File: config.mk
export PLATFORM = sky130hd
export DESIGN_NAME = lmc_ram
export DESIGN_NICKNAME = d
export VERILOG_FILES = /design/src/rtl/lmc_ram.sv
export SDC_FILE = /design/constraint.sdc
export NUM_CORES = 1
export LEC_CHECK = 0
export CORE_UTILIZATION = 53
export CTS_CLUSTER_SIZE = 16
export DETAILED_ROUTE_END_ITERATION = 10
export GPL_TIMING_DRIVEN = 0
export PLACE_DENSITY_LB_ADDON = 0.3
export SLEW_MARGIN = 30
export SYNTH_ARGS = -nofsm -noshare
export SYNTH_HDL_FRONTEND = slang
export SYNTH_SLANG_ARGS = --single-unit
File: constraint.sdc
create_clock -name clk -period 3.1 [get_ports clk]
set_input_delay 0.62 -clock clk [delete_from_list [all_inputs] [get_ports clk]]
set_output_delay 0.62 -clock clk [all_outputs]
set_load 0.05 [all_outputs]
File: src/rtl/lmc_ram.sv
// Self-clearing single-port LMC data memory: synchronous write, zero-fill sweep after reset or clr.
// Optional build macro LMC_RAM_REG_OUT_EN registers RAM_out (one-cycle read latency).
module lmc_ram #(
   parameter int N = 2,
   parameter int M = 4
) (
   input  logic         clk,
   input  logic         rst_n,
   input  logic         we,
   input  logic         clr,
   input  logic [N-1:0] adr,
   input  logic [M-1:0] data_in,
   output logic [M-1:0] RAM_out,
   output logic         busy
);

   typedef enum logic [0:0] {
      IDLE  = 1'b0,
      CLEAR = 1'b1
   } state_t;

   localparam logic [N-1:0] PTR_ZERO = {N{1'b0}};
   localparam logic [N-1:0] PTR_LAST = {N{1'b1}};
   localparam logic [N-1:0] PTR_ONE  = {{(N-1){1'b0}}, 1'b1};
   localparam logic [M-1:0] WORD_ZERO = {M{1'b0}};

   state_t         state_r, state_s;
   logic [N-1:0]   ptr_r, ptr_s;
   logic           wr_en_s;
   logic [N-1:0]   wr_adr_s;
   logic [M-1:0]   wr_data_s;
   logic [M-1:0]   rd_data_s;
   logic [M-1:0]   mem_r [0:2**N-1];

   // State and sweep pointer registers
   always_ff @(posedge clk or negedge rst_n) begin
      if (!rst_n) begin
         state_r <= CLEAR;
         ptr_r   <= PTR_ZERO;
      end else begin
         state_r <= state_s;
         ptr_r   <= ptr_s;
      end
   end

   // Next-state and write-port steering; the sweep owns the write port while clearing
   always_comb begin
      state_s   = state_r;
      ptr_s     = ptr_r;
      wr_en_s   = 1'b0;
      wr_adr_s  = adr;
      wr_data_s = data_in;
      case (state_r)
         CLEAR: begin
            wr_en_s   = 1'b1;
            wr_adr_s  = ptr_r;
            wr_data_s = WORD_ZERO;
            if (ptr_r == PTR_LAST) begin
               ptr_s   = PTR_ZERO;
               state_s = IDLE;
            end else begin
               ptr_s   = ptr_r + PTR_ONE;
            end
         end
         IDLE: begin
            if (clr) begin
               state_s = CLEAR;
               ptr_s   = PTR_ZERO;
            end else if (we) begin
               wr_en_s = 1'b1;
            end else begin
               wr_en_s = 1'b0;
            end
         end
         default: begin
            state_s = CLEAR;
            ptr_s   = PTR_ZERO;
         end
      endcase
   end

   // Memory array write port; contents are deliberately not reset
   always_ff @(posedge clk) begin
      if (wr_en_s) begin
         mem_r[wr_adr_s] <= wr_data_s;
      end
   end

   assign busy      = (state_r == CLEAR);
   assign rd_data_s = busy ? WORD_ZERO : mem_r[adr];

`ifdef LMC_RAM_REG_OUT_EN
   logic [M-1:0] ram_out_r;

   // Registered read port
   always_ff @(posedge clk or negedge rst_n) begin
      if (!rst_n) begin
         ram_out_r <= WORD_ZERO;
      end else begin
         ram_out_r <= rd_data_s;
      end
   end

   assign RAM_out = ram_out_r;
`else
   assign RAM_out = rd_data_s;
`endif

endmodule

==> metrics.md, run 1 <==
| Metric | Value |
|---|---|
| Status | `finished, final reports clean` |
| Number of diodes | `0` |
| Setup repair after global routing missed its margin | `no` |
| Die Area | `1760 µm²` |
| Leakage power | `0.382 nW` |
| CTS tree | `built` |
| Category of the critical setup timing path | `in -> out` |
| Worst slew pin tran | `507 ps` |
| Clock Tree Root | `sky130_fd_sc_hd__clkbuf_4` |
| Number of optimization iterations in the first detailed-route pass | `4` |
| Cell variety after synth | `20` |
| Leftover overflow at the end of global routing | `0` |
| Power Density | `890 nW/µm²` |
| Mux share of post-synthesis cell area | `13.1%` |
| Normalized max-slew margin | `66.2%` |
| Most common library cell in the layout ignoring fill and taps | `sky130_fd_sc_hd__edfxtp_1` |
| Parity-gate share of the synthesized area counting xor and xnor cells | `0%` |
| Commonest cells after routing, fill and taps aside | `16 x sky130_fd_sc_hd__edfxtp_1, 12 x sky130_fd_sc_hd__clkdlybuf4s50_1, 7 x sky130_fd_sc_hd__nor2b_1, 5 x sky130_fd_sc_hd__a21oi_1, 4 x sky130_fd_sc_hd__mux4_2` |
| Worst EP arrival | `2430 ps` |
| Startpoint of the most critical register-to-register path | `busy$_DFF_PN1_` |
| Simple-gate area share of the yosys netlist | `11.9%` |
| Final GP Congestion | `0.742` |
| Sort of element at the end of the critical path | `primary output` |
| Worst Hold Slack | `484 ps` |
| Final setup violation count | `0` |
| Period minus WS final | `3050 ps` |
| Core Region | `1510 µm²` |
| Clk pin slew, worst setup/hold paths | `110 ps` |
| Initial antenna violation count | `0` |
| Adder-cell share of the synthesized area | `1.47%` |
| Layout fillers | `103` |
| Data required, critical path | `2480 ps` |
| Sum of routed wire length over all layers | `1390 µm` |
| Fraction of the yosys area taken by sequential cells | `65.6%` |
| Number of global-route vias before repair | `509` |
| Routed WL per cell | `16.6 µm` |
| Reg2Reg Setup Slack | `1100 ps` |
| Vias/cell | `5.86` |
| R2R Path End | `mem_r[3][1]$_DFFE_PP_` |
| HP Class | `in -> async` |
| DP HPWL | `1050 µm` |
| Drc violations | `0` |
| Post-CTS setup buffers | `0` |
| Skew final | `10.1 ps` |
| CTS Buffer Depth | `2` |
| Maximum number of pins on one net before global-route repair | `11` |
| Total standard cell area after synthesis | `848 µm²` |
| Nets in the synthesized netlist | `62` |
| Hold violation count in the final report | `0` |
| Synth Area in Compound Gates | `4.72%` |
| Clock Latency Late Sink | `300 ps` |
| FMAX | `328 MHz` |
| CTS H-Tree Depth | `1` |
| Worst Setup SP | `adr[1]` |
| Vias after detailed routing | `492` |
| Maximum vdd drop | `0.501 mV` |
| Max Fanout on Critical Path | `6` |
| Main combinational cell family by area after synthesis | `multiplexers` |
| Die outline width | `42.0 µm` |
| All-Layer GR Usage | `18.3%` |
| Depth of the most critical reg-to-reg path | `4` |
| Post-synthesis average cell area | `16.6 µm²` |
| Number of buffers added on ports | `13` |
| Site Rows | `14` |
| Share of final-layout standard cells stronger than drive strength 1 | `19.1%` |
| Wire length of the first global-routing pass | `2270 µm` |
| Endpoint of the most critical setup path | `RAM_out[3]` |
| Crit start category | `input port` |
| Share of the clock period used by the worst path | `98.3%` |
| Setup TNS after final layout | `0 ps` |
| Top-level port count | `15` |
| Count of mapped cells out of synthesis | `51` |
| Warning count from the yosys run | `0` |
| Number of sinks on the clock net | `19` |
| Final antenna-violating net count | `0` |
| 1st-iter DRT viols | `6` |
| Starting density of the core | `56.3%` |
| Max-capacitance violation count | `0` |
| Max-slew violation count | `0` |
| Inserted Clock Buffers | `3` |
| Syn-to-layout area delta | `21.1%` |
| Final #Nets | `80` |
| FF+latch count, synth | `19` |
| Height of the chip | `42.0 µm` |
how the worst min path moves through the flow:
stage	startpoint	end	slack [ps]	cells past startpoint
6_report	rst_n	ptr_r[0]$_DFFE_PN0P_	480	1
3_3_place_gp	ptr_r[0]$_DFFE_PN0P_	ptr_r[0]$_DFFE_PN0P_	540	1
3_5_place_dp	ptr_r[0]$_DFFE_PN0P_	ptr_r[0]$_DFFE_PN0P_	540	1
2_1_floorplan	rst_n	ptr_r[0]$_DFFE_PN0P_	320	0
4_1_cts	rst_n	ptr_r[0]$_DFFE_PN0P_	480	1
5_1_grt	rst_n	ptr_r[0]$_DFFE_PN0P_	490	1
cells by family (layout without fill, tap and decap cells):
family          after synthesis  after routing
compound gates                7              7
fa+ha+maj                     1              1
buf+inv                       3             20
flops                        19             19
mux                           6              6
simple gates                 15             15
metal layers:
| layer | track usage, % | share of wire [%] | vias up |
|---|---|---|---|
| met5 | 0 | 0 | - |
| met4 | 7.74 | 1.8 | 0 |
| met3 | 2.59 | 4.5 | 3 |
| met2 | 30.6 | 54 | 17 |
| met1 | 24.0 | 40 | 242 |
| li1 | - | - | 230 |
worst max-delay path: stages:
cell                              delay [ps]
sky130_fd_sc_hd__clkdlybuf4s50_1         620
sky130_fd_sc_hd__mux4_2                  330
sky130_fd_sc_hd__nor2b_1                 140
sky130_fd_sc_hd__clkdlybuf4s50_1         720
cell usage after synthesis:
library cell	instances	share of area, %
sky130_fd_sc_hd__nand2_1	2	0.89
sky130_fd_sc_hd__edfxtp_1	16	57
sky130_fd_sc_hd__buf_6	2	2.7
sky130_fd_sc_hd__or2b_1	1	0.89
sky130_fd_sc_hd__nand4bb_1	1	1.3
sky130_fd_sc_hd__a21oi_1	5	2.9
sky130_fd_sc_hd__or4b_4	1	1.6
sky130_fd_sc_hd__nor2_1	1	0.44
sky130_fd_sc_hd__nor2b_1	7	5.2
sky130_fd_sc_hd__ha_1	1	1.5
sky130_fd_sc_hd__and2b_1	1	0.89
sky130_fd_sc_hd__clkbuf_1	1	0.44
sky130_fd_sc_hd__dfstp_2	1	3.1
sky130_fd_sc_hd__dfrtp_1	2	5.9
sky130_fd_sc_hd__nand2b_1	1	0.74
sky130_fd_sc_hd__mux4_2	4	11
sky130_fd_sc_hd__mux2i_1	1	1.2
sky130_fd_sc_hd__mux2_2	1	1.3
sky130_fd_sc_hd__a21bo_2	1	1.2
sky130_fd_sc_hd__o21ai_0	1	0.59
area by class of cell:
class	count	area, µm²	area share (%)
well taps	16	20.0	1.95
multi-input cells	29	265	25.8
clock buffers	4	26.3	2.56
plain buffers	3	26.3	2.56
repair buffers	13	133	12.9
flip-flops and latches	19	557	54.2
registers in the layout, indices dropped and copies added (netlist names):
signal	cells
busy	1
mem_r	16
ptr_r	2
through the flow:
| stage | std cells | power (mW) | util [%] | instance area [µm²] | worst slack [ps] |
|---|---|---|---|---|---|
| 6_report | 84 | 0.915 | 68.2 | 1030 | 52.6 |
| 2_1_floorplan | 51 | 0.691 | - | 848 | 719 |
| 4_1_cts | 84 | 0.924 | 68.0 | 1020 | 37.9 |
| 3_5_place_dp | 80 | 0.803 | 66.3 | 998 | 44.1 |
| 3_3_place_gp | 80 | 0.784 | 66.3 | 998 | 51.4 |
| 5_1_grt | 84 | 0.965 | 68.2 | 1030 | 2.87 |
repair_timing:
item	CTS	global route
hold buffers	0	0
gates resized for setup	0	1
endpoints found under the setup margin	0	1
power by group:
group	switching (mW)	leakage (nW)	internal [mW]
logic	0.207	0.179	0.145
clock network	0.0727	0.0150	0.0501
registers	0.0327	0.188	0.407
total	0.313	0.382	0.602
Power figures use the tool's default switching activity.
==> run 2: changes to the inputs <==
Settings changed: PLACE_DENSITY set to 0.8, PLACE_DENSITY_LB_ADDON 0.3 to unset.
==> run 2 against run 1 <==
Against the previous run: combinational power is 2% lower; critical path type unchanged; setup slack worse by 4.7 ps; cell area is 0.61% higher; critical path depth stayed put; non-clock buffer count stayed put; sequential power hardly changed; clock skew is 5.3 ps lower; routed wire length is 3.1% lower; power is 1.4% lower.
==> metrics.md, run 2 (synthesis results as in run 1) <==
| Metric | Value |
|---|---|
| CTS Buffer Depth | `2` |
| Reg2Reg Setup Slack | `1130 ps` |
| Final #Nets | `80` |
| Category of the critical setup timing path | `in -> out` |
| Leakage power | `0.418 nW` |
| CP delay by family, top | `buffers and inverters` |
| Number of buffers added on ports | `13` |
| All-Layer GR Usage | `17.9%` |
| Layout fillers | `113` |
| Final setup violation count | `0` |
| Number of global-route vias before repair | `490` |
| Skew final | `4.79 ps` |
| Number of diodes | `0` |
| Critical-path top delay cell | `sky130_fd_sc_hd__clkdlybuf4s50_1` |
| Drc violations | `0` |
| Site Rows | `14` |
| Number of sinks on the clock net | `19` |
| Final GP Congestion | `0.718` |
| Worst slew pin tran | `510 ps` |
| 1st-iter DRT viols | `5` |
| Commonest cells after routing, fill and taps aside | `16 x sky130_fd_sc_hd__edfxtp_1, 10 x sky130_fd_sc_hd__clkdlybuf4s50_1, 7 x sky130_fd_sc_hd__nor2b_1, 5 x sky130_fd_sc_hd__a21oi_1, 4 x sky130_fd_sc_hd__mux4_2` |
| Sort of element at the end of the critical path | `primary output` |
| Power Density | `873 nW/µm²` |
| Final antenna-violating net count | `0` |
| Status | `finished, final reports clean` |
| Startpoint of the most critical register-to-register path | `busy$_DFF_PN1_` |
| Post-route design area | `1030 µm²` |
| HP Class | `in -> async` |
| Placed Instance Area | `998 µm²` |
| Period minus WS final | `3050 ps` |
| Vias/cell | `5.57` |
| Worst Path Buf+Inv | `2` |
| CP dominant cell by count | `sky130_fd_sc_hd__clkdlybuf4s50_1` |
| Clock Latency Late Sink | `280 ps` |
| Crit start category | `input port` |
| Hold violation count in the final report | `0` |
| Max Fanout on Critical Path | `6` |
| Routed WL per cell | `16.1 µm` |
| Max-slew violation count | `0` |
| Worst stage delay on the critical path | `710 ps` |
| Syn-to-layout area delta | `21.8%` |
| Maximum vdd drop | `0.587 mV` |
| DP HPWL | `1000 µm` |
| Wire length of the first global-routing pass | `2280 µm` |
| Most common library cell in the layout ignoring fill and taps | `sky130_fd_sc_hd__edfxtp_1` |
| Top reg by flops | `mem_r` |
| Clk pin slew, worst setup/hold paths | `100 ps` |
| Vias after detailed routing | `468` |
| Share of final-layout standard cells stronger than drive strength 1 | `20.6%` |
| Max-capacitance violation count | `0` |
| Die outline width | `42.0 µm` |
| R2R Path End | `mem_r[1][0]$_DFFE_PP_` |
| Core Region | `1510 µm²` |
| List of cells traversed by the critical path | `clkdlybuf4s50_1, mux4_2, nor2b_1, clkdlybuf4s50_1` |
| Worst EP arrival | `2430 ps` |
| Depth of the most critical reg-to-reg path | `4` |
| CTS tree | `built` |
| Die Area | `1760 µm²` |
| Final Core Density | `68.6%` |
| Leftover overflow at the end of global routing | `0` |
| Clock Tree Root | `sky130_fd_sc_hd__clkbuf_4` |
| Setup repair after global routing missed its margin | `no` |
| CTS H-Tree Depth | `1` |
| Starting density of the core | `56.3%` |
| Sum of routed wire length over all layers | `1350 µm` |
| FMAX | `328 MHz` |
| Largest register FFs | `16` |
| Normalized max-slew margin | `66.0%` |
| Top-level port count | `15` |
| Setup TNS after final layout | `0 ps` |
| Maximum number of pins on one net before global-route repair | `12` |
| Inserted Clock Buffers | `3` |
| Initial antenna violation count | `0` |
| Number of optimization iterations in the first detailed-route pass | `2` |
| Share of the clock period used by the worst path | `98.5%` |
| Height of the chip | `42.0 µm` |
| Data required, critical path | `2480 ps` |
run 2: changes by cell type in the layout (fill, tap and decap cells not counted), sizes merged:
cell           delta
clkbuf            -1
clkdlybuf4s50     -2
clkinv            +1
dlymetal6s2s      +2
run 2: per-stage QoR:
step                      hold slack [ps]  cells  power, mW  setup WS, ps
after global placement                533     80      0.782          57.7
final                                 507     84      0.902          47.9
after floorplan                       324     51      0.691           719
after detailed placement              540     80      0.797          29.0
after CTS                             500     84      0.916          23.3
after global routing                  501     84      0.958          1.23
run 2: metal layers:
layer	wire length [µm]	global-route usage, %	vias to the layer above
met5	0	0	-
met1	624	22.9	230
met4	9	5.81	0
li1	-	-	228
met2	664	30.3	8
met3	51	4.31	2
run 2: area by class of cell:
class / instances / area, µm² / area share, %
Clock inverter: 1 / 5.00 / 0.484
Sequential cell: 19 / 557 / 53.9
Timing Repair Buffer: 13 / 138 / 13.3
Multi-Input combinational cell: 29 / 265 / 25.7
Tap cell: 16 / 20.0 / 1.94
Clock buffer: 3 / 22.5 / 2.18
Buffer: 3 / 26.3 / 2.54
run 2: what timing repair did:
action / CTS / global route
gates resized for setup: 0 / 3
endpoints found under the setup margin: 0 / 3
hold buffers: 0 / 0
setup buffers: 0 / 0
endpoints found under the hold margin: 0 / 0
run 2: worst max-delay path by stage:
stage                      start    endpoint  slack [ps]  cells after the start
after floorplan           adr[0]  RAM_out[0]         720                      3
after global placement    adr[1]  RAM_out[2]          60                      4
after detailed placement  adr[1]  RAM_out[0]          30                      4
after CTS                 adr[1]  RAM_out[0]          20                      4
after global routing      adr[1]  RAM_out[2]           1                      4
final                     adr[1]  RAM_out[2]          50                      4
run 2: report_power, final:
group,internal (mW),total [mW],switching (mW)
combinational,0.143,0.345,0.202
clock,0.0478,0.117,0.0694
sequential,0.407,0.440,0.0324
total,0.598,0.902,0.304
==> run 3: changes to the inputs <==
Settings changed: SETUP_SLACK_MARGIN set to 0.2.
Clock period 3.1 ns to 4 ns, I/O delays scaled along.
==> run 3 against run 2 <==
Against the previous run: power decreased by 22%; routed wire length is 0.59% lower; register-to-register slack better by 900 ps; first-iteration DRC count stayed put; clock-buffer cell count is the same; highest routed layer unchanged.
==> metrics.md, run 3 (synthesis results as in run 1) <==
| Metric | Value |
|---|---|
| Post-route design area | `1030 µm²` |
| Hold_buf cts | `0` |
| Placed Instance Area | `998 µm²` |
| Most common library cell in the layout ignoring fill and taps | `sky130_fd_sc_hd__edfxtp_1` |
| Final setup violation count | `0` |
| Period minus WS final | `3420 ps` |
| Clk pin slew, worst setup/hold paths | `100 ps` |
| CTS H-Tree Depth | `1` |
| Share of the clock period used by the worst path | `85.4%` |
| Switch share | `33.7%` |
| Starting density of the core | `56.3%` |
| Share of total power in sequential cells | `48.7%` |
| All-Layer GR Usage | `17.9%` |
| Clock Tree Root | `sky130_fd_sc_hd__clkbuf_4` |
| Uppermost metal layer occupied by signal nets | `met4` |
| Clock Latency Late Sink | `280 ps` |
| CP delay by family, top | `buffers and inverters` |
| Maximum number of pins on one net before global-route repair | `12` |
| Worst Hold Slack | `562 ps` |
| Top-level port count | `15` |
| Top reg by flops | `mem_r` |
| Category of the critical setup timing path | `in -> out` |
| Detail Route met2 WL | `663 µm` |
| Number of sinks on the clock net | `19` |
| Largest register FFs | `16` |
| Leakage power | `0.368 nW` |
| Clock network fraction of design power | `13.0%` |
| Depth of the most critical reg-to-reg path | `4` |
| Height of the chip | `42.0 µm` |
| Final Core Density | `68.1%` |
| Length of routed met3 wiring | `44 µm` |
| CP dominant cell by count | `sky130_fd_sc_hd__clkdlybuf4s50_1` |
| Core Region | `1510 µm²` |
| Commonest cells after routing, fill and taps aside | `16 x sky130_fd_sc_hd__edfxtp_1, 13 x sky130_fd_sc_hd__clkdlybuf4s50_1, 7 x sky130_fd_sc_hd__nor2b_1, 5 x sky130_fd_sc_hd__a21oi_1, 4 x sky130_fd_sc_hd__mux4_2` |
| Launch point of the worst hold path | `ptr_r[0]$_DFFE_PN0P_` |
| Data required, critical path | `3200 ps` |
| Max-capacitance violation count | `0` |
| Setup repair after global routing missed its margin | `no` |
| Endpoint of the worst hold path | `ptr_r[0]$_DFFE_PN0P_` |
| Worst EP arrival | `2620 ps` |
| Worst Setup SP | `adr[1]` |
| Number of buffers added on ports | `13` |
| Hold violation count in the final report | `0` |
| Die outline width | `42.0 µm` |
| Status | `finished, final reports clean` |
| 1st-iter DRT viols | `5` |
| Routed WL per cell | `16.0 µm` |
| Initial antenna violation count | `0` |
| Max-slew violation count | `0` |
| Drc violations | `0` |
| Inserted Clock Buffers | `3` |
| Sort of element at the end of the critical path | `primary output` |
| Number of cells on the worst hold path | `1` |
| Max Fanout on Critical Path | `6` |
| Critical-path top delay cell | `sky130_fd_sc_hd__clkdlybuf4s50_1` |
| Syn-to-layout area delta | `20.9%` |
| Sum of routed wire length over all layers | `1340 µm` |
| Final GP Congestion | `0.718` |
| Final Non-Filler Cells | `84` |
| R2R Path End | `mem_r[1][0]$_DFFE_PP_` |
| PnR Total Power | `700 µW` |
| Number of diodes | `0` |
| Maximum vdd drop | `0.455 mV` |
| Final antenna-violating net count | `0` |
| Die Area | `1760 µm²` |
| Site Rows | `14` |
| CTS tree | `built` |
| Share of final-layout standard cells stronger than drive strength 1 | `20.6%` |
| Final #Nets | `80` |
| List of cells traversed by the critical path | `clkdlybuf4s50_1, mux4_2, nor2b_1, clkdlybuf4s50_1` |
| Vias after detailed routing | `468` |
| Resized cells post-CTS | `0` |
| Final worst slack | `582 ps` |
| Worst slew pin tran | `510 ps` |
| Setup TNS after final layout | `0 ps` |
| Startpoint of the most critical register-to-register path | `busy$_DFF_PN1_` |
| Vias/cell | `5.57` |
| DP HPWL | `1000 µm` |
| Skew final | `4.87 ps` |
| Reg2Reg Setup Slack | `2030 ps` |
| Share of power burned in combinational logic | `38.3%` |
| HP Class | `reg -> reg` |
| Crit start category | `input port` |
| Internal power | `464 µW` |
| DRT met1 WL | `623 µm` |
| Number of global-route vias before repair | `490` |
| Leftover overflow at the end of global routing | `0` |
| Power Density | `682 nW/µm²` |
| DP Cell Count | `80` |
| Post-placement setup slack | `569 ps` |
| Post-CTS setup buffers | `0` |
| Worst Path Buf+Inv | `2` |
| Wire length of the first global-routing pass | `2280 µm` |
| Number of optimization iterations in the first detailed-route pass | `2` |
| FMAX | `293 MHz` |
| Worst stage delay on the critical path | `710 ps` |
| CTS Buffer Depth | `2` |
| Switching power summed over all nets | `236 µW` |
| Normalized max-slew margin | `66.0%` |
[run 3: changes by cell type in the layout (fill, tap and decap cells not counted)]
| cell | change |
|---|---|
| sky130_fd_sc_hd__dlymetal6s2s_1 | -3 |
| sky130_fd_sc_hd__clkdlybuf4s50_1 | +3 |
[run 3: worst max path at each step]
stage	to	slack [ps]	cells after the start
finish	RAM_out[0]	580	4
detailed placement	RAM_out[0]	570	4
global placement	RAM_out[2]	600	4
global route	RAM_out[0]	510	4
floorplan	RAM_out[0]	1260	3
CTS	RAM_out[0]	560	4
[run 3: worst reg2reg max path, stage by stage, from the launching register on]
cell	delay, ps
sky130_fd_sc_hd__dfstp_2	550
sky130_fd_sc_hd__buf_6	120
sky130_fd_sc_hd__clkbuf_1	370
sky130_fd_sc_hd__nand2_1	130
sky130_fd_sc_hd__a21oi_1	440
[run 3: layout make-up]
cell class	instances	area, µm²
clock inverter	1	5.00
sequential	19	557
clock buffer	3	22.5
fill	113	480
timing repair buffer	13	130
tap	16	20.0
buffer	3	26.3
multi-input combinational	29	265
[run 3: routing by layer]
metal | GRT usage, % | up-vias
li1 | - | 228
met1 | 22.9 | 230
met2 | 30.3 | 8
met3 | 4.31 | 2
met4 | 5.81 | 0
met5 | 0 | -
[run 3: power by group through the flow]
stage | clock network [mW] | registers [mW] | logic (mW)
3_3_place_gp | 0 | 0.341 | 0.265
3_5_place_dp | 0 | 0.346 | 0.271
4_1_cts | 0.0948 | 0.341 | 0.274
6_report | 0.0908 | 0.341 | 0.268
2_1_floorplan | 0 | 0.352 | 0.184
5_1_grt | 0.102 | 0.349 | 0.293
